File: src/rtl/sevenseg_time_display_if.sv
// Display-side bundle: the timer drives the BCD time and the control flags,
// and the display driver returns the registered pin levels.
interface sevenseg_time_display_if;
  logic [15:0] big_bin;
  logic        alarm;
  logic        colon;
  logic        blank_lead;
  logic [3:0]  an;
  logic [6:0]  seg;
  logic        dp;

  modport master (
    output big_bin, alarm, colon, blank_lead,
    input  an, seg, dp
  );

  modport slave (
    input  big_bin, alarm, colon, blank_lead,
    output an, seg, dp
  );
endinterface

File: src/rtl/sevenseg_time_display.sv
// Time-multiplexes a 4-digit BCD mm:ss value onto a common-anode 7-segment
// display, with colon point, leading-zero blanking and alarm blinking.
module sevenseg_time_display #(
  parameter int unsigned REFRESH_DIV = 100000,
  parameter int unsigned BLINK_DIV   = 50000000,
  parameter bit          ACTIVE_LOW  = 1'b1
) (
  input  logic                    clock,
  input  logic                    reset,
  sevenseg_time_display_if.slave  bus
);

  localparam int unsigned REF_W = $clog2(REFRESH_DIV);
  localparam int unsigned BLK_W = $clog2(BLINK_DIV);
  localparam logic [REF_W-1:0] REF_LAST = REF_W'(REFRESH_DIV - 1);
  localparam logic [BLK_W-1:0] BLK_LAST = BLK_W'(BLINK_DIV - 1);
  localparam logic [3:0] POL_AN  = {4{ACTIVE_LOW}};
  localparam logic [6:0] POL_SEG = {7{ACTIVE_LOW}};

  typedef enum logic {
    VISIBLE = 1'b0,
    DARK    = 1'b1
  } phase_t;

  phase_t           r_phase;
  phase_t           w_phase_next;
  logic [REF_W-1:0] r_ref_cnt;
  logic [1:0]       r_idx;
  logic [BLK_W-1:0] r_blink_cnt;
  logic             w_ref_wrap;
  logic             w_blink_wrap;
  logic [3:0]       w_nibble;
  logic [6:0]       w_seg_pat;
  logic             w_lit;
  logic [3:0]       w_an_on;
  logic [6:0]       w_seg_on;
  logic             w_dp_on;
  logic [3:0]       r_an;
  logic [6:0]       r_seg;
  logic             r_dp;

  assign w_ref_wrap   = (r_ref_cnt == REF_LAST);
  assign w_blink_wrap = (r_blink_cnt == BLK_LAST);

  // Digit slot timer: advance to the next digit every REFRESH_DIV clocks.
  always_ff @(posedge clock) begin
    if (reset) begin
      r_ref_cnt <= '0;
      r_idx     <= '0;
    end else if (w_ref_wrap) begin
      r_ref_cnt <= '0;
      r_idx     <= r_idx + 2'd1;
    end else begin
      r_ref_cnt <= r_ref_cnt + REF_W'(1);
    end
  end

  // Blink half-period timer; held at zero while the alarm is idle so a new
  // alarm always begins with a full visible half-period.
  always_ff @(posedge clock) begin
    if (reset || !bus.alarm) begin
      r_blink_cnt <= '0;
    end else if (w_blink_wrap) begin
      r_blink_cnt <= '0;
    end else begin
      r_blink_cnt <= r_blink_cnt + BLK_W'(1);
    end
  end

  // Blink phase state register.
  always_ff @(posedge clock) begin
    if (reset) begin
      r_phase <= VISIBLE;
    end else begin
      r_phase <= w_phase_next;
    end
  end

  // Blink phase next-state: toggle at each terminal count, snap visible when alarm drops.
  always_comb begin
    w_phase_next = r_phase;
    if (!bus.alarm) begin
      w_phase_next = VISIBLE;
    end else if (w_blink_wrap) begin
      w_phase_next = (r_phase == VISIBLE) ? DARK : VISIBLE;
    end
  end

  // Select the nibble for the current slot and decode it (active-high pattern).
  always_comb begin
    w_nibble = '0;
    case (r_idx)
      2'd0: w_nibble = bus.big_bin[3:0];
      2'd1: w_nibble = bus.big_bin[7:4];
      2'd2: w_nibble = bus.big_bin[11:8];
      2'd3: w_nibble = bus.big_bin[15:12];
      default: w_nibble = '0;
    endcase
    w_seg_pat = 7'h40;
    case (w_nibble)
      4'd0: w_seg_pat = 7'h3F;
      4'd1: w_seg_pat = 7'h06;
      4'd2: w_seg_pat = 7'h5B;
      4'd3: w_seg_pat = 7'h4F;
      4'd4: w_seg_pat = 7'h66;
      4'd5: w_seg_pat = 7'h6D;
      4'd6: w_seg_pat = 7'h7D;
      4'd7: w_seg_pat = 7'h07;
      4'd8: w_seg_pat = 7'h7F;
      4'd9: w_seg_pat = 7'h6F;
      default: w_seg_pat = 7'h40;
    endcase
  end

  // Decide whether this slot is lit and form the active-high pin values.
  always_comb begin
    w_lit    = (r_phase == VISIBLE) &&
               !(bus.blank_lead && (r_idx == 2'd3) && (bus.big_bin[15:12] == 4'd0));
    w_an_on  = '0;
    w_seg_on = '0;
    w_dp_on  = 1'b0;
    if (w_lit) begin
      w_an_on  = 4'b0001 << r_idx;
      w_seg_on = w_seg_pat;
      w_dp_on  = (r_idx == 2'd2) && bus.colon;
    end
  end

  // Registered pins with polarity applied; reset drives everything inactive.
  always_ff @(posedge clock) begin
    if (reset) begin
      r_an  <= POL_AN;
      r_seg <= POL_SEG;
      r_dp  <= ACTIVE_LOW;
    end else begin
      r_an  <= w_an_on ^ POL_AN;
      r_seg <= w_seg_on ^ POL_SEG;
      r_dp  <= w_dp_on ^ ACTIVE_LOW;
    end
  end

  assign bus.an  = r_an;
  assign bus.seg = r_seg;
  assign bus.dp  = r_dp;

endmodule

File: src/flat_wrapper.sv
// flat-port wrapper written by rule: the top's interface ports become plain ports
module sevenseg_time_display_flat 
#(
  parameter int unsigned REFRESH_DIV = 100000,
  parameter int unsigned BLINK_DIV   = 50000000,
  parameter bit          ACTIVE_LOW  = 1'b1
)
  (clock, reset, bus_big_bin, bus_alarm, bus_colon, bus_blank_lead, bus_an, bus_seg, bus_dp);
  sevenseg_time_display_if bus_i ();
  input  logic clock;
  input  logic reset;
  input wire logic [$bits(bus_i.big_bin)-1:0] bus_big_bin;
  input wire logic [$bits(bus_i.alarm)-1:0] bus_alarm;
  input wire logic [$bits(bus_i.colon)-1:0] bus_colon;
  input wire logic [$bits(bus_i.blank_lead)-1:0] bus_blank_lead;
  output wire logic [$bits(bus_i.an)-1:0] bus_an;
  output wire logic [$bits(bus_i.seg)-1:0] bus_seg;
  output wire logic [$bits(bus_i.dp)-1:0] bus_dp;
  assign bus_i.big_bin = bus_big_bin;
  assign bus_i.alarm = bus_alarm;
  assign bus_i.colon = bus_colon;
  assign bus_i.blank_lead = bus_blank_lead;
  assign bus_an = bus_i.an;
  assign bus_seg = bus_i.seg;
  assign bus_dp = bus_i.dp;
  sevenseg_time_display #(.REFRESH_DIV(REFRESH_DIV), .BLINK_DIV(BLINK_DIV), .ACTIVE_LOW(ACTIVE_LOW)) u_core (.clock(clock), .reset(reset), .bus(bus_i));
endmodule
File: config.mk
export PLATFORM = sky130hd
export DESIGN_NAME = sevenseg_time_display_flat
export DESIGN_NICKNAME = d
export VERILOG_FILES = /design/src/rtl/sevenseg_time_display_if.sv /design/src/rtl/sevenseg_time_display.sv /design/src/flat_wrapper.sv
export SDC_FILE = /design/constraint.sdc
export NUM_CORES = 1
export LEC_CHECK = 0
export ABC_CLOCK_PERIOD_IN_PS = 2100
export CAP_MARGIN = 10
export CELL_PAD_IN_SITES_DETAIL_PLACEMENT = 1
export CELL_PAD_IN_SITES_GLOBAL_PLACEMENT = 1
export CORE_MARGIN = 10
export CORE_UTILIZATION = 42
export DETAILED_ROUTE_END_ITERATION = 8
export GPL_TIMING_DRIVEN = 0
export PLACE_DENSITY_LB_ADDON = 0.1
export REMOVE_ABC_BUFFERS = 1
export SYNTH_ARGS = -nofsm -noshare
export SYNTH_HDL_FRONTEND = slang
export SYNTH_SLANG_ARGS = --single-unit
File: constraint.sdc
create_clock -name clock -period 2.1 [get_ports clock]
set_input_delay 0.315 -clock clock [delete_from_list [all_inputs] [get_ports clock]]
set_output_delay 0.315 -clock clock [all_outputs]
set_load 0.05 [all_outputs]
Word-level counts from Yosys, hierarchy flattened
Memories as Yosys holds them, arrays and structs flattened.
Cells that the tools add are included.
W data, S select, Z words.
- register bits: 58
- latch bits: 0
- memory bits (writable): 0
- ROM bits: 112
- output and inout port bits: 12
- word-level logic and storage cells: 39
- memories kept: 1
- memory list (memory ; depth ; bits a word ; read ports ; clocked after memory_dff ; wr ports ; line ; source):
    (no name shown) ; 16 ; 7 ; 1 ; 0 ; 0 ; sevenseg_time_display.sv:100 ; case (w_nibble)
- add/sub/neg operators: 3
- multipliers: 0
- div/mod/pow operators: 0
- order comparisons: 0
- eq/ne operators: 5
- shift operators: 1
- muxes and demuxes: 5
- bitwise gates (word level): 5
- reductions and logical operators: 12
- operator list (operator ; count):
    $add A26 B1 Y26 const B ; 1
    $eq A26 B26 Y1 const B ; 1
    $add A17 B1 Y17 const B ; 1
    $eq A17 B17 Y1 const B ; 1
    $pmux W4 S4 ; 1
    $mux W7 ; 1
    $not A7 Y7 ; 1
    $reduce_or A2 Y1 ; 3
    $eq A2 B2 Y1 const B ; 2
    $logic_and A1 B1 Y1 ; 4
    $logic_not A4 Y1 ; 1
    $mux W4 ; 1
    $not A4 Y4 ; 1
    $shl A1 B2 Y4 const A ; 1
    $not A1 Y1 ; 3
    $add A2 B1 Y2 const B ; 1
    $eq A2 B1 Y1 const B ; 1
    $logic_not A1 Y1 ; 2
    $logic_not A2 Y1 ; 1
    $mux W1 ; 2
    $logic_or A1 B1 Y1 ; 1

Longest topological paths before layout
- word-level depth: 7
- gate-level depth with buffers: 9
- mapped depth without buffers: 9

Worst setup path before layout
No wires, ideal clock.
- kind: reg-to-reg
- from: register u_core.r_idx[0]
- to: register u_core.r_seg[4] (netlist: u_core.bus.seg[4])
- library setup time: 0.136 ns
- arrival: 1.792 ns
- setup slack: 0.173 ns
- stages on the path, launching flop included: 10
- buffers on the path: 0
- period minus slack after synthesis: 1.927 ns
- cells stage by stage: dfxtp_1 -> inv_1 -> ha_1 -> a222oi_1 -> mux2i_1 -> inv_1 -> ha_1 -> a211oi_1 -> a211oi_1 -> o21ai_0
- cells in the longest elaborated chain, start to end: 7
- elaborated cells between the ends (all ways): 12
- those cells by class: 3 x eq/ne; 2 x mux; 1 x bitwise; 5 x reduce/logical; 1 x memory
- ends and longest elaborated chain (what ; line ; source):
    from (decl) ; sevenseg_time_display.sv:28 ; logic [1:0] r_idx;
    from (signal assigned) ; sevenseg_time_display.sv:52 ; r_idx <= r_idx + 2'd1;
    parallel branches: the longest is 5 deep, another holds $mem_v2 Z16 W7 ; -- ;
    $mux W7 * ; sevenseg_time_display.sv:122 ; if (w_lit) begin
    $not A7 Y7 (no line) * ; -- ;
    to (signal assigned) ; sevenseg_time_display.sv:137 ; r_seg <= w_seg_on ^ POL_SEG;
    to (decl) ; sevenseg_time_display.sv:39 ; logic [6:0] r_seg;
Every way passes the cells marked *.
A chain may end at the register's enable or synchronous reset.

Worst setup path in the final report
- from: register u_core.r_idx[0]
- to: register u_core.r_seg[1] (netlist: u_core.bus.seg[1])
Same word-level chain as after synthesis.

==> reports/qor.yml <==
diodes: 0
required_ns: 2.29
maxCapViolations: 0
power_mw: 2.41
violations: "negative setup slack"
clk_path_buf_depth: 2
first_pass_iters: 5
cp_max_fo: 6
switching_share_pct: 23.3
postRouteAntennaNets: 0
post-route-util_pct: 55.7
die_w_um: 101
areaGrowthSynthToFinish_pct: 28.7
yosys_register_bits: 58
rsz0062_at_grt: "true"
synthCells: 309
drive_gt1_share_pct: 15.3
core_um2: 6390
drc: 0
clock.fmax_ghz: 0.472
reg2reg_from: "u_core.r_idx[0]"
core.rowCount: 29
fin_crit_sh_pct: 101
worstSetupPathType: "flop to flop"
clk_pin_slew_worst_paths_ns: 0.07
synth_area_um2: 2760
ys_warn_count: 0
switching_power_mw: 0.561
final_nets: 389
numCtsBuffers: 9
drt-wirelength-per-cell_um: 16.7
p_int_mw: 1.85
grt_pass1_wl_um: 11500
endpoint_kind: "flop"
hpwl_um: 4660
p_comb_share_pct: 8.4
tns_ns: -0.0184
total_leakage_power_nw: 1.22
cts_root_buffer: "clkbuf_8"
synth_edf_count: 0
finalNonFillerCells: 437
initialDrtViolationCount: 90
finalCriticalPeriod_ns: 2.12
ys.flop_type: "dfxtp_1"
slew_headroom_pct: 51.2
vias: 2440
tightestPinTransition_ns: 0.732
fp.dieH_um: 101
synth_area_leaders: "dfxtp_1 42%, ha_1 5.4%, nor2_1 4.5%"
yosysMostFrequentCell: "dfxtp_1"
drt-vias-per-instance: 5.58
cts_sinks: 58
yosysUniqueCellTypes: 39
start_util_pct: 43.3
antenna_found_initial: 0
cts_tree: "yes"
seq_area_frac_synth_pct: 42.0
finalSetupViolCount: 1
arrival_ns: 2.30
sequentialPowerShare_pct: 46.6
hp-class: "flop to flop"
fin_ws_ns: -0.0184
syn_avg_cell_area_um2: 8.94
hold_buffers: 0
power_density_nw_per_um2: 677
status: "finished, violations left"
yosysTopAreaCell: "dfxtp_1"
synth.top_cell.area_share_pct: 42.0
io_pins: 33
dieArea_um2: 10200
track_usage_pct: 13.9
start_kind: "flop"
clk_latency_ns: 0.34
gp_congestion: 0.769
placed_cells: 410
hold_violations: 0
nFillCells: 748
hold_path.startpoint: "u_core.r_ref_cnt[0]"
grt_overflow_total: 0
vdd_drop_max_uv: 443
yosys-top-cells-count: "58 x dfxtp_1, 33 x nor2_1, 19 x a21oi_1"
grt_max_degree: 16
regArea_um2: 1170
synth-async-reset-ratio_pct: 0
clock_skew_ns: 0.0120
pre_cts_slack_ns: -0.683
multi_input_area_um2: 1610
power_frac_clock_pct: 45.0
cts_max_level: 3
grt_pass1_vias: 2356
cp-startpoint: "u_core.r_idx[0]"
numPortBuffers: 32
slew_viol_final: 0
finalWirelength_um: 7310
routing by layer:
| metal | vias up | share of wire [%] | GRT usage, % |
|---|---|---|---|
| met4 | 0 | 1.2 | 5.79 |
| met3 | 10 | 5.3 | 4.53 |
| met2 | 40 | 45 | 20.6 |
| met5 | - | 0 | 0 |
| met1 | 1177 | 48 | 18.1 |
| li1 | 1213 | - | - |
final cells by class:
type / instances / share of cell area (%)
inverter: 16 / 1.69
timing repair buffer: 43 / 11.7
sequential: 58 / 32.9
clock inverter: 2 / 0.985
clock buffer: 13 / 4.75
multi-input combinational: 228 / 45.3
tap: 77 / 2.71
stage by stage:
stage	hold WS, ns	instance area (um2)
global placement	0.430	3140
detailed placement	0.438	3140
global route	0.467	3560
floorplan	0.384	2730
finish	0.437	3560
CTS	0.448	3450
cells by family after synthesis:
| logic type | count (synthesis) | share of synthesized area (%) |
|---|---|---|
| multiplexers | 5 | 1.81 |
| AND/OR/NAND/NOR | 131 | 26.6 |
| AO/OA/AOI/OAI | 54 | 12.7 |
| flip-flops | 58 | 42.0 |
| adder cells (fa/ha/maj) | 12 | 5.43 |
| XOR/XNOR | 25 | 7.92 |
| buffers and inverters | 24 | 3.49 |
sequential cells by signal, summed over array words and instances (netlist names):
register and count:
u_core.bus.an 4, u_core.bus.dp 1, u_core.bus.seg 7, u_core.r_blink_cnt 26
u_core.r_idx 2, u_core.r_phase 1, u_core.r_ref_cnt 17
layout by cell type (no fill, tap or decap), types with 9 or more instances in the layout:
cell type / instances
o31ai_1: 10
xor2_1: 11
clkbuf_8: 12
or4_1: 10
nand2_1: 15
xnor2_1: 14
buf_4: 10
nand4_1: 9
inv_1: 11
clkdlybuf4s50_1: 32
o21ai_0: 9
nand3_1: 17
ha_1: 9
a21oi_1: 18
dfxtp_1: 56
nor2_1: 33
power groups by stage:
stage,Clock [mW],Combinational [mW],Sequential [mW]
floorplan,0,0.0563,1.19
global placement,0,0.173,1.15
detailed placement,0,0.176,1.15
CTS,1.10,0.192,1.13
global route,1.15,0.218,1.12
finish,1.08,0.202,1.12
final timing paths:
path                               to  slack, ns  cells past startpoint
setup / recovery    u_core.bus.seg[1]      -0.02                      9
hold / removal    u_core.r_ref_cnt[0]       0.44                      1
setup reg to reg    u_core.bus.seg[1]      -0.02                      9
hold reg to reg   u_core.r_ref_cnt[0]       0.44                      1
critical path, cell delays in order (launching register included):
cell and delay (ns):
dfxtp_4 0.38, inv_2 0.07, ha_4 0.18, a222oi_1 0.43, mux2i_2 0.19, buf_4 0.19
ha_1 0.28, inv_1 0.04, a21boi_1 0.12, o21ai_0 0.08
repair_timing:
action	in CTS	in global routing
cloned	1	0
endpoints found under the setup margin	46	46
resized for setup	13	15
buffers inserted	5	6
endpoints found under the hold margin	0	0
pin swaps	4	6
(Power assumes the default switching activity.)
